[src/rtl/exc_entry_seq_pkg.sv]
// Shared fault codes, MSR bit definitions, SPR selects and vector offsets
// for the exception-entry engine.
package exc_entry_seq_pkg;

  typedef enum logic [3:0] {
    FC_NONE      = 4'd0,
    FC_IRQ       = 4'd1,
    FC_DEC       = 4'd2,
    FC_FP        = 4'd3,
    FC_PROG_ILL  = 4'd4,
    FC_PRIV      = 4'd5,
    FC_TRAP      = 4'd6,
    FC_SC        = 4'd7,
    FC_ISI_TF    = 4'd8,
    FC_ISI_PF    = 4'd9,
    FC_ISI_NX    = 4'd10,
    FC_MEM_ALIGN = 4'd11,
    // DSI codes carry the W (bit 1) and P (bit 0) qualifiers in the code itself
    FC_DSI       = 4'd12,
    FC_DSI_P     = 4'd13,
    FC_DSI_W     = 4'd14,
    FC_DSI_WP    = 4'd15
  } fc_e;

  localparam logic [31:0] MSR_EE = 32'h0000_8000;
  localparam logic [31:0] MSR_IP = 32'h0000_0040;

  localparam logic [1:0] SPR_SRR0  = 2'd0;
  localparam logic [1:0] SPR_SRR1  = 2'd1;
  localparam logic [1:0] SPR_DSISR = 2'd2;
  localparam logic [1:0] SPR_DAR   = 2'd3;

  localparam logic [15:0] VEC_DSI   = 16'h0300;
  localparam logic [15:0] VEC_ISI   = 16'h0400;
  localparam logic [15:0] VEC_IRQ   = 16'h0500;
  localparam logic [15:0] VEC_ALIGN = 16'h0600;
  localparam logic [15:0] VEC_PROG  = 16'h0700;
  localparam logic [15:0] VEC_FP    = 16'h0800;
  localparam logic [15:0] VEC_DEC   = 16'h0900;
  localparam logic [15:0] VEC_SC    = 16'h0C00;

  // Bit n set: fault code n is recognised / is gated by MSR_EE.
  localparam logic [15:0] FC_KNOWN_MASK = 16'hFFFE;
  localparam logic [15:0] FC_EE_MASK    = 16'h0006;

  function automatic logic fc_eligible(input logic [3:0] fc, input logic [31:0] msr);
    return FC_KNOWN_MASK[fc] && (!FC_EE_MASK[fc] || ((msr & MSR_EE) != 32'h0));
  endfunction

endpackage

[src/rtl/exc_entry_seq_if.sv]
// Fault request channels, SPR write port and fetch redirect port of the
// exception-entry engine; master is the engine, slave its environment.
interface exc_entry_seq_if #(
  parameter int REGSZ = 32,
  parameter int NSRC  = 4
);
  logic [NSRC-1:0]       req_valid;
  logic [4*NSRC-1:0]     req_fault;
  logic [REGSZ*NSRC-1:0] req_pc;
  logic [32*NSRC-1:0]    req_instr;
  logic [REGSZ*NSRC-1:0] req_addr;
  logic [NSRC-1:0]       req_ack;
  logic [31:0]           msr;
  logic                  spr_wr_en;
  logic [1:0]            spr_wr_sel;
  logic [REGSZ-1:0]      spr_wr_data;
  logic                  spr_wr_ready;
  logic                  redir_valid;
  logic [REGSZ-1:0]      redir_pc;
  logic [31:0]           redir_msr;
  logic                  redir_ready;
  logic                  busy;

  modport master (
    input  req_valid, req_fault, req_pc, req_instr, req_addr, msr,
           spr_wr_ready, redir_ready,
    output req_ack, spr_wr_en, spr_wr_sel, spr_wr_data,
           redir_valid, redir_pc, redir_msr, busy
  );

  modport slave (
    output req_valid, req_fault, req_pc, req_instr, req_addr, msr,
           spr_wr_ready, redir_ready,
    input  req_ack, spr_wr_en, spr_wr_sel, spr_wr_data,
           redir_valid, redir_pc, redir_msr, busy
  );
endinterface

[src/rtl/exc_vector_calc.sv]
// Combinational map from (fault, instr, pc, msr) to the SRR0/SRR1/DSISR
// values, the vector PC and whether a DAR write follows.
module exc_vector_calc
  import exc_entry_seq_pkg::*;
#(
  parameter int REGSZ = 32
) (
  input  logic [3:0]       fault,
  input  logic [31:0]      instr,
  input  logic [REGSZ-1:0] pc,
  input  logic [31:0]      msr,
  output logic [REGSZ-1:0] srr0,
  output logic [31:0]      srr1,
  output logic [REGSZ-1:0] vector,
  output logic [31:0]      dsisr,
  output logic             needs_dar
);

  // Everything above bit 19 is set when vectors are relocated high.
  localparam logic [REGSZ-1:0] HI_BASE = ~REGSZ'(20'hF_FFFF);

  logic [15:0] offset;
  logic [6:0]  f7;
  logic [31:0] msr_lo;
  logic        unused_instr;

  assign f7 = instr[31] ? {2'b00, instr[26], instr[30:27]}
                        : {instr[2:1], instr[6], instr[10:7]};
  assign msr_lo = msr & 32'h0000_FFFF;
  assign unused_instr = ^{instr[15:11], instr[5:3], instr[0]};

  always_comb begin
    offset    = 16'h0;
    srr0      = pc;
    srr1      = 32'h0;
    dsisr     = 32'h0;
    needs_dar = 1'b0;
    case (fc_e'(fault))
      FC_IRQ:      begin offset = VEC_IRQ;  srr1 = msr; end
      FC_DEC:      begin offset = VEC_DEC;  srr1 = msr; end
      FC_FP:       begin offset = VEC_FP;   srr1 = msr; end
      FC_PROG_ILL: begin offset = VEC_PROG; srr1 = (msr & 32'h8000_FFFF) | 32'h0008_0000; end
      FC_PRIV:     begin offset = VEC_PROG; srr1 = (msr & 32'h8000_FFFF) | 32'h0004_0000; end
      FC_TRAP:     begin offset = VEC_PROG; srr1 = (msr & 32'h8000_FFFF) | 32'h0002_0000; end
      FC_SC:       begin offset = VEC_SC;   srr1 = msr_lo; srr0 = pc + REGSZ'(4); end
      FC_ISI_TF:   begin offset = VEC_ISI;  srr1 = (msr & 32'h07FF_FFFF) | 32'h4000_0000; end
      FC_ISI_PF:   begin offset = VEC_ISI;  srr1 = (msr & 32'h07FF_FFFF) | 32'h0800_0000; end
      FC_ISI_NX:   begin offset = VEC_ISI;  srr1 = (msr & 32'h07FF_FFFF) | 32'h1000_0000; end
      FC_MEM_ALIGN: begin
        offset    = VEC_ALIGN;
        srr1      = msr_lo;
        dsisr     = {15'b0, f7, instr[25:21], instr[20:16]};
        needs_dar = 1'b1;
      end
      FC_DSI, FC_DSI_P, FC_DSI_W, FC_DSI_WP: begin
        offset    = VEC_DSI;
        srr1      = msr_lo;
        dsisr     = (fault[1] ? 32'h0200_0000 : 32'h0)
                  | (fault[0] ? 32'h0800_0000 : 32'h4000_0000);
        needs_dar = 1'b1;
      end
      default: ;
    endcase
  end

  assign vector = (((msr & MSR_IP) != 32'h0) ? HI_BASE : '0) | REGSZ'(offset);

endmodule

[src/rtl/exc_entry_seq.sv]
// Exception-entry engine: priority arbiter over NSRC fault channels, fault
// latch, then SRR0/SRR1[/DSISR/DAR] SPR writes and one fetch redirect.
module exc_entry_seq
  import exc_entry_seq_pkg::*;
#(
  parameter int REGSZ = 32,
  parameter int NSRC  = 4
) (
  input logic              clk,
  input logic              reset,
  exc_entry_seq_if.master  bus
);

  localparam int IDXW = (NSRC > 1) ? $clog2(NSRC) : 1;

  localparam logic [2:0] S_IDLE  = 3'd0;
  localparam logic [2:0] S_SRR0  = 3'd1;
  localparam logic [2:0] S_SRR1  = 3'd2;
  localparam logic [2:0] S_DSISR = 3'd3;
  localparam logic [2:0] S_DAR   = 3'd4;
  localparam logic [2:0] S_REDIR = 3'd5;

  logic [2:0]       state;
  logic             found;
  logic [IDXW-1:0]  win;
  logic             idle;

  logic [3:0]       w_fault;
  logic [31:0]      w_instr;
  logic [REGSZ-1:0] w_pc;
  logic [REGSZ-1:0] c_srr0;
  logic [31:0]      c_srr1;
  logic [REGSZ-1:0] c_vector;
  logic [31:0]      c_dsisr;
  logic             c_needs_dar;

  logic [31:0]      srr1_q;
  logic [31:0]      dsisr_q;
  logic [REGSZ-1:0] dar_q;
  logic [REGSZ-1:0] vec_q;
  logic [31:0]      nmsr_q;
  logic             dar_en_q;

  logic             spr_en_q;
  logic [1:0]       spr_sel_q;
  logic [REGSZ-1:0] spr_data_q;
  logic             redir_vld_q;
  logic [REGSZ-1:0] redir_pc_q;
  logic [31:0]      redir_msr_q;

  logic             spr_hs;
  logic             redir_hs;

  always_comb begin
    found = 1'b0;
    win   = '0;
    for (int i = 0; i < NSRC; i++) begin
      if (!found && bus.req_valid[i] && fc_eligible(bus.req_fault[4*i +: 4], bus.msr)) begin
        found = 1'b1;
        win   = IDXW'(i);
      end
    end
  end

  assign w_fault = bus.req_fault[4*win +: 4];
  assign w_instr = bus.req_instr[32*win +: 32];
  assign w_pc    = bus.req_pc[REGSZ*win +: REGSZ];

  exc_vector_calc #(.REGSZ(REGSZ)) u_calc (
    .fault     (w_fault),
    .instr     (w_instr),
    .pc        (w_pc),
    .msr       (bus.msr),
    .srr0      (c_srr0),
    .srr1      (c_srr1),
    .vector    (c_vector),
    .dsisr     (c_dsisr),
    .needs_dar (c_needs_dar)
  );

  assign idle     = (state == S_IDLE);
  assign spr_hs   = spr_en_q & bus.spr_wr_ready;
  assign redir_hs = redir_vld_q & bus.redir_ready;

  // Ack is qualified by reset so every output reads 0 while reset is held.
  assign bus.req_ack     = (idle && found && reset) ? (NSRC'(1) << win) : '0;
  assign bus.busy        = !idle;
  assign bus.spr_wr_en   = spr_en_q;
  assign bus.spr_wr_sel  = spr_sel_q;
  assign bus.spr_wr_data = spr_data_q;
  assign bus.redir_valid = redir_vld_q;
  assign bus.redir_pc    = redir_pc_q;
  assign bus.redir_msr   = redir_msr_q;

  always_ff @(posedge clk or negedge reset) begin
    if (!reset) begin
      state       <= S_IDLE;
      srr1_q      <= '0;
      dsisr_q     <= '0;
      dar_q       <= '0;
      vec_q       <= '0;
      nmsr_q      <= '0;
      dar_en_q    <= 1'b0;
      spr_en_q    <= 1'b0;
      spr_sel_q   <= '0;
      spr_data_q  <= '0;
      redir_vld_q <= 1'b0;
      redir_pc_q  <= '0;
      redir_msr_q <= '0;
    end else begin
      case (state)
        S_IDLE: if (found) begin
          srr1_q     <= c_srr1;
          dsisr_q    <= c_dsisr;
          dar_q      <= bus.req_addr[REGSZ*win +: REGSZ];
          vec_q      <= c_vector;
          nmsr_q     <= bus.msr & MSR_IP;
          dar_en_q   <= c_needs_dar;
          spr_en_q   <= 1'b1;
          spr_sel_q  <= SPR_SRR0;
          spr_data_q <= c_srr0;
          state      <= S_SRR0;
        end
        S_SRR0: if (spr_hs) begin
          spr_sel_q  <= SPR_SRR1;
          spr_data_q <= REGSZ'(srr1_q);
          state      <= S_SRR1;
        end
        S_SRR1: if (spr_hs) begin
          if (dar_en_q) begin
            spr_sel_q  <= SPR_DSISR;
            spr_data_q <= REGSZ'(dsisr_q);
            state      <= S_DSISR;
          end else begin
            spr_en_q    <= 1'b0;
            redir_vld_q <= 1'b1;
            redir_pc_q  <= vec_q;
            redir_msr_q <= nmsr_q;
            state       <= S_REDIR;
          end
        end
        S_DSISR: if (spr_hs) begin
          spr_sel_q  <= SPR_DAR;
          spr_data_q <= dar_q;
          state      <= S_DAR;
        end
        S_DAR: if (spr_hs) begin
          spr_en_q    <= 1'b0;
          redir_vld_q <= 1'b1;
          redir_pc_q  <= vec_q;
          redir_msr_q <= nmsr_q;
          state       <= S_REDIR;
        end
        S_REDIR: if (redir_hs) begin
          redir_vld_q <= 1'b0;
          state       <= S_IDLE;
        end
        default: state <= S_IDLE;
      endcase
    end
  end

endmodule

[src/flat_wrapper.sv]
// flat-port wrapper written by rule: the top's interface ports become plain ports
module exc_entry_seq_flat import exc_entry_seq_pkg::*;
#(
  parameter int REGSZ = 32,
  parameter int NSRC  = 4
)
  (clk, reset, bus_req_valid, bus_req_fault, bus_req_pc, bus_req_instr, bus_req_addr, bus_msr, bus_spr_wr_ready, bus_redir_ready, bus_req_ack, bus_spr_wr_en, bus_spr_wr_sel, bus_spr_wr_data, bus_redir_valid, bus_redir_pc, bus_redir_msr, bus_busy);
  exc_entry_seq_if #(.REGSZ(REGSZ), .NSRC(NSRC)) bus_i ();
  input logic clk;
  input logic reset;
  input wire logic [$bits(bus_i.req_valid)-1:0] bus_req_valid;
  input wire logic [$bits(bus_i.req_fault)-1:0] bus_req_fault;
  input wire logic [$bits(bus_i.req_pc)-1:0] bus_req_pc;
  input wire logic [$bits(bus_i.req_instr)-1:0] bus_req_instr;
  input wire logic [$bits(bus_i.req_addr)-1:0] bus_req_addr;
  input wire logic [$bits(bus_i.msr)-1:0] bus_msr;
  input wire logic [$bits(bus_i.spr_wr_ready)-1:0] bus_spr_wr_ready;
  input wire logic [$bits(bus_i.redir_ready)-1:0] bus_redir_ready;
  output wire logic [$bits(bus_i.req_ack)-1:0] bus_req_ack;
  output wire logic [$bits(bus_i.spr_wr_en)-1:0] bus_spr_wr_en;
  output wire logic [$bits(bus_i.spr_wr_sel)-1:0] bus_spr_wr_sel;
  output wire logic [$bits(bus_i.spr_wr_data)-1:0] bus_spr_wr_data;
  output wire logic [$bits(bus_i.redir_valid)-1:0] bus_redir_valid;
  output wire logic [$bits(bus_i.redir_pc)-1:0] bus_redir_pc;
  output wire logic [$bits(bus_i.redir_msr)-1:0] bus_redir_msr;
  output wire logic [$bits(bus_i.busy)-1:0] bus_busy;
  assign bus_i.req_valid = bus_req_valid;
  assign bus_i.req_fault = bus_req_fault;
  assign bus_i.req_pc = bus_req_pc;
  assign bus_i.req_instr = bus_req_instr;
  assign bus_i.req_addr = bus_req_addr;
  assign bus_i.msr = bus_msr;
  assign bus_i.spr_wr_ready = bus_spr_wr_ready;
  assign bus_i.redir_ready = bus_redir_ready;
  assign bus_req_ack = bus_i.req_ack;
  assign bus_spr_wr_en = bus_i.spr_wr_en;
  assign bus_spr_wr_sel = bus_i.spr_wr_sel;
  assign bus_spr_wr_data = bus_i.spr_wr_data;
  assign bus_redir_valid = bus_i.redir_valid;
  assign bus_redir_pc = bus_i.redir_pc;
  assign bus_redir_msr = bus_i.redir_msr;
  assign bus_busy = bus_i.busy;
  exc_entry_seq #(.REGSZ(REGSZ), .NSRC(NSRC)) u_core (.clk(clk), .reset(reset), .bus(bus_i));
endmodule
[config.mk]
export PLATFORM = sky130hd
export DESIGN_NAME = exc_entry_seq_flat
export DESIGN_NICKNAME = d
export VERILOG_FILES = /design/src/rtl/exc_entry_seq_pkg.sv /design/src/rtl/exc_entry_seq_if.sv /design/src/rtl/exc_vector_calc.sv /design/src/rtl/exc_entry_seq.sv /design/src/flat_wrapper.sv
export SDC_FILE = /design/constraint.sdc
export NUM_CORES = 1
export LEC_CHECK = 0
export CORE_AREA = 2 2 209 211
export DETAILED_ROUTE_END_ITERATION = 12
export DIE_AREA = 0 0 211 213
export GPL_TIMING_DRIVEN = 0
export PLACE_DENSITY = 0.54
export SETUP_SLACK_MARGIN = 0.4
export SLEW_MARGIN = 15
export SYNTH_ARGS = -nofsm -noshare
export SYNTH_HDL_FRONTEND = slang
export SYNTH_SLANG_ARGS = --single-unit
[constraint.sdc]
create_clock -name clk -period 5.7 [get_ports clk]
set_input_delay 1.14 -clock clk [delete_from_list [all_inputs] [get_ports clk]]
set_output_delay 1.14 -clock clk [all_outputs]
set_load 0.01 [all_outputs]
# --- Word-level counts from Yosys, hierarchy flattened ---
# Memory sizes are Yosys's and may differ from the RTL's.
# Index checks and enable logic that the tools add are counted.
word_totals:
  memories: 8
  input_bits: 440
  output_inout_bits: 105
  wordCells: 168
  ff_bits: 233
  mem_bits_ro: 128
op_classes:
  muxes: 63
  bitwise_logic: 4
  n_eq_ne: 28
  n_reduce_logical: 42
  add_sub_neg: 1
  n_lt_le_gt_ge: 4
  shift: 5
memory_table:
  columns: ["memory", "words", "word_bits", "rd", "rd_ports_with_merged_regs", "wr", "line", "text"]
  rows:
  - ["(no name shown)", 16, 1, 1, 0, 0, "exc_entry_seq_pkg.sv:47", "return FC_KNOWN_MASK[fc] && (!FC_EE_MASK[fc] || ((msr & MSR_EE) != 32'h0));"]
  - ["(no name shown)", 16, 1, 1, 0, 0, "exc_entry_seq_pkg.sv:47", null]
  - ["(no name shown)", 16, 1, 1, 0, 0, "exc_entry_seq_pkg.sv:47", null]
  - ["(no name shown)", 16, 1, 1, 0, 0, "exc_entry_seq_pkg.sv:47", null]
  - ["(no name shown)", 16, 1, 1, 0, 0, "exc_entry_seq_pkg.sv:47", null]
  - ["(no name shown)", 16, 1, 1, 0, 0, "exc_entry_seq_pkg.sv:47", null]
  - ["+2 memories", null, null, null, null, null, null, null]
ops:
  columns: ["cell", "n"]
  rows:
  - ["32-bit two-way mux", 13]
  - ["128-bit by 8-bit variable part select with 32-bit output", 3]
  - ["32-bit case mux with 8 select lines", 1]
  - ["32-bit case mux with 2 select lines", 2]
  - ["32-bit case mux with 4 select lines", 1]
  - ["12-bit case mux with 8 select lines", 1]
  - ["31-bit case mux with 2 select lines", 1]
  - ["32-bit by 3-bit adder with 32-bit output, second input constant", 1]
  - ["4-bit == test, second input constant", 8]
  - ["32-bit by 16-bit bitwise OR with 32-bit output", 1]
  - ["31-bit two-way mux", 1]
  - ["26-bit by 31-bit bitwise OR with 31-bit output", 1]
  - ["26-bit two-way mux", 1]
  - ["1-bit two-way mux", 22]
  - ["3-bit two-way mux", 7]
  - ["4-bit by 5-bit < comparator with 1-bit output, second input constant", 4]
  - ["3-bit case mux with 6 select lines", 1]
  - ["4-bit by 3-bit == test with 1-bit output, second input constant", 4]
  - ["16-bit by 5-bit variable part select with 4-bit output", 1]
  - ["2-bit two-way mux", 7]
  - ["2-bit by 1-bit != test with 1-bit output, second input constant", 7]
  - ["1-bit logical AND", 13]
  - ["6-bit AND reduction", 2]
  - ["5-bit AND reduction", 2]
  - ["24 further kinds", 42]

# --- Depth between registers and ports, before layout ---
depth:
  word_depth: 24
  mapped_depth: 17
  ltp_nobuf: 14

# --- By module ---
# From an unflattened synthesis, not the netlist that was laid out.
hier_totals:
  cells_unflattened: 1342
  area_unflattened_um2: 13121.3
by_module_without_submodules:
  columns: ["mod", "cells_per_inst", "area_per_inst_um2", "n_inst", "seq_area_each_um2"]
  rows:
  - ["exc_entry_seq", 1110, 11571.1, 1, 5054.8]
  - ["exc_vector_calc", 232, 1550.2, 1, 0.0]

# --- Worst setup path after synthesis ---
# Ideal clock, no wire load.
synth_path:
  kind: "input to output"
  startpoint: "input port bus_req_fault[4]"
  endpoint: "output port bus_req_ack[1]"
  slack_ns: 1.086
  n_path_buf: 2
  stages: 13
  t_required_ns: 4.560
  t_arrival_ns: 3.474
  cell_sequence: "inv_1 > ha_1 > nor2b_2 > o21ai_2 > buf_2 > nor2_1 > nand3_1 > a21oi_1 > or2_2 > nor2_1 > clkbuf_1 > nand2_1 > nor2_1"
synth_via:
  elab_chain_len: 18
  elab_cells_between_ends: 24
  classes_between: "1 x shift; 9 x mux; 12 x reduce/logical; 2 x memory"
synth_lines:
  columns: ["item", "line", "text"]
  rows:
  - ["from (decl)", "flat_wrapper.sv:12", "input wire logic [$bits(bus_i.req_fault)-1:0] bus_req_fault;"]
  - ["memory read 16 x 1 bit", null, null]
  - ["1-bit two-way mux (implied by the code)", "exc_entry_seq_pkg.sv:47", null]
  - ["1-bit logical NOT", "exc_entry_seq_pkg.sv:47", null]
  - ["1-bit logical OR", "exc_entry_seq_pkg.sv:47", null]
  - ["1-bit logical AND *", "exc_entry_seq_pkg.sv:47", null]
  - ["1-bit logical AND *", "exc_entry_seq.sv:58", "if (!found && bus.req_valid[i] && fc_eligible(bus.req_fault[4*i +: 4], bus.msr)) begin"]
  - ["1-bit two-way mux", "exc_entry_seq.sv:58", null]
  - ["1-bit logical NOT", "exc_entry_seq.sv:58", null]
  - ["1-bit logical AND (2 in a row)", "exc_entry_seq.sv:58", null]
  - ["1-bit two-way mux", "exc_entry_seq.sv:58", null]
  - ["1-bit logical NOT", "exc_entry_seq.sv:58", null]
  - ["1-bit logical AND (2 in a row)", "exc_entry_seq.sv:58", null]
  - ["1-bit two-way mux", "exc_entry_seq.sv:58", null]
  - ["1-bit logical AND (2 in a row)", "exc_entry_seq.sv:86", "assign bus.req_ack = (idle && found && reset) ? (NSRC'(1) << win) : '0;"]
  - ["4-bit two-way mux *", "exc_entry_seq.sv:86", null]
  - ["to (decl)", "flat_wrapper.sv:19", "output wire logic [$bits(bus_i.req_ack)-1:0] bus_req_ack;"]
# Mark *: on every way between the ends. The rest lies on a longest branch, timed or not. The select of a mux whose other input is x is not followed.

# --- Worst setup path after layout ---
layout_path:
  startpoint: "input port bus_req_fault[4]"
  endpoint: "output port bus_req_ack[3]"
# Same word-level chain as after synthesis.

==> metrics.txt <==
clock root buffer=clkbuf_16; nets=roughly 2000; Yosys top cell by area=dfrtp_1; port bufs=about 460; worst reg2reg path startpoint=u_core.state[0]; crit path cell chain=clkdlybuf4s50_1, inv_1, ha_1, nor2b_4, o21a_2, buf_6, nand4_2, buf_6, buf_2, clkbuf_4, clkbuf_2, nor2_1, dlygate4sd2_1; vias in the first global route=around 11000; DIE WIDTH=around 210 um; DR iter-0 viols=between 900 and 1000; number of synthesized flops with an enable pin=0; Highest Clock Rate=193.9 MHz; asr flop ratio synth=100.0%; CP max stage delay=slightly above 500 ps; Num CTS Buffers=17; post-synthesis instance total=between 1000 and 1500; DRC viols=0; remaining antenna violation count=0; Hold Path Origin=u_core.dsisr_q[8]; Setup CP Type=in -> out; internal power=about 2.1 mW; FF+latch count, synth=~130; buffer and inverter count on the worst path=8; Longest Clk Path Bufs=2; ys flop type=dfrtp_1; Max-Cap Viols=0; Synthesis Warnings=0; pwr dens=roughly 190 nW/um^2; area of the multi-input gates=between 5000 and 6000 sq um; CP delay by family, top=buffers and inverters; CP Launch Type=primary input; Total GRT Usage=22.56%; Area growth syn-to-layout=67.44%; Reg power frac=around a third; vias per std cell=5.007; die height=roughly 210 um; initial antenna violation count=7; status=completed; Starting Density=~22%; Post-Syn Area=9296 sq um; final wirelength=about 52000 um; worst-path fanout max=10; Power, Total=2.972 mW; routed vias=between 10000 and 15000; router iterations before antenna repair=7; Final Hold Slack=about 480 ps; I/O pin count=~550; Hold Path Class=reg -> reg; CTS clk-pin slew, worst paths=approximately 60 ps; CTS Sinks=around 130; worst path required time=4560 ps; clock network power share=39.1%; Distinct cells, synth=81; wire per inst=24.23 um; largest net degree at the start of global routing=between 90 and 100; core area=approximately 43000 sq um; FF/Latch Area=3353 sq um; R2R setup slack=around 2100 ps; R2R cell count=9; final hold viol count=0; HPWL after detailed placement=42910 um; Worst-Margin Slew=about 1200 ps; Slew Limit Fails=0; full die area=between 40000 and 50000 sq um; share of the synthesized area in the top cell type=between 30% and 40%; post-route minimum period=just over 5000 ps; RSZ-0062 raised after global routing=no; CP max-delay cell=clkdlybuf4s50_1; post-synthesis sequential area ratio=approximately 36%; LEAKAGE=around 6.3 nW; GRT overflow=0; first-pass GRT wire length=about 73000 um; # setup viols final=0; RD Place Congestion=between 0.8 and 0.9; Synth top cells by count=134 x dfrtp_1, 124 x nand2_1, 106 x nor2_1, 64 x buf_4, 60 x clkbuf_1; Slew HR=between 20 and 25%; CP arrival=4020 ps; period utilization=between 90% and 100%; layout cells sized above 1=around an eighth; Syn Area/Cell=slightly below 9 sq um; clk_lat worst skew=approximately 420 ps; Hold Path Stages=2; Worst Skew=approximately 8.3 ps; Comb pwr share=between 20% and 30%; Psw=877.4 uW; CTS H-tree lvls=4; Synth area leaders=dfrtp_1 36%, buf_4 5.2%, nand2_1 5.0%, nor2_1 4.3%, a222oi_1 4.0%; cell with the most instances after synthesis=dfrtp_1; r2r endpoint=u_core.srr1_q[13]; Filler cells=~4400; CP endpoint kind=output pin; worst vdd ir=~0.15 mV; # rows=between 70 and 80; Worst Hold End=u_core.dsisr_q[8]; most numerous cell on the critical path=buf_6; CTS tree=yes; sw frac=29.52%
## layer usage
metal | up-vias | share of wire (%) | global-route usage (%)
met5 | - | 0.10 | 0
met4 | 8 | 2.8 | 7.212
met3 | 66 | 6.9 | 5.192
met2 | 484 | 49 | 39.45
met1 | 5188 | 41 | 27.39
li1 | 5029 | - | -
## cells by family after synthesis
logic type	synth area share [%]
buf+inv	9.300
simple gates	17.17
xor+xnor	2.638
compound gates	29.83
other cells	0.04034
mux	4.280
fa+ha+maj	0.6729
flops	36.07
## how the worst max path moves through the flow
stage / startpoint / to / slack, ps / depth (start not counted)
final: bus_req_fault[4] / bus_req_ack[3] / 540 / 13
after floorplan: bus_req_fault[4] / bus_req_ack[1] / 1090 / 13
after global routing: bus_req_fault[4] / bus_req_ack[3] / 390 / 13
after CTS: bus_msr[15] / u_core.bus.spr_wr_data[12] / 430 / 14
after global placement: reset / bus_req_ack[1] / -4310 / 4
after detailed placement: bus_req_fault[4] / bus_req_ack[3] / -1480 / 15
## per-stage QoR
stage | setup TNS, ps | cells | worst slack [ps] | instance area, sq um | util, %
after floorplan | 0 | 1103 | 1086 | 9469 | -
after CTS | 0 | 2146 | 431.5 | 15510 | 36.32
final | 0 | 2152 | 541.9 | 15570 | 36.46
after global placement | -345260 | 2110 | -4309 | 14770 | 34.59
after global routing | 0 | 2151 | 393.6 | 15560 | 36.45
after detailed placement | -9917 | 2112 | -1478 | 14810 | 34.70
## layout by cell type, fill, tap and decap left out, drive strengths merged, types with 22 or more instances in the layout
cell type and n:
clkdlybuf4s50 457, dfrtp 134, nand2 124, nor2 106
buf 92, clkbuf 82, conb 47, o22ai 42
o21ai 42, a22o 39, a222oi 37, a31oi 36
a221oi 31, nor3 30, a21oi 27, o221ai 25
mux2 22
## sequential cells by signal, summed over array words and instances (netlist names)
register	count
u_core.vec_q	5
u_core.srr1_q	32
u_core.state	3
u_core.dar_q	32
u_core.bus.redir_pc	5
u_core.dar_en_q	1
u_core.bus.spr_wr_data	32
u_core.bus.redir_valid	1
u_core.dsisr_q	20
u_core.bus.spr_wr_sel	2
u_core.bus.spr_wr_en	1
## power groups by stage
stage	Combinational [mW]	Clock, mW	Sequential, mW
2_1_floorplan	0.363	0	0.969
3_3_place_gp	0.842	0	0.970
3_5_place_dp	0.848	0	0.969
4_1_cts	0.858	1.19	0.951
5_1_grt	0.924	1.23	0.951
6_report	0.858	1.16	0.952
## layout make-up
cell class / count / share of cell area (%)
antenna: 3 / 0.04823
buffer: 144 / 5.337
clock buffer: 20 / 2.934
clock inverter: 11 / 0.9646
inverter: 16 / 0.3858
multi-input combinational: 809 / 34.26
sequential: 134 / 21.54
tap: 546 / 4.389
timing repair buffer: 469 / 30.14
## timing repair
action / 4_1_cts / 5_1_grt
gates resized for setup: 23 / 9
setup endpoints to repair: 41 / 30
buffers inserted: 3 / 3
hold buffers: 0 / 0
pin swaps: 3 / 0
## tightest hold or removal path, cell delays in order, from the launching register on
cell,delay (ps)
dfrtp_1,340
nand2_1,50
o21ai_0,60
(Power assumes the default switching activity.)
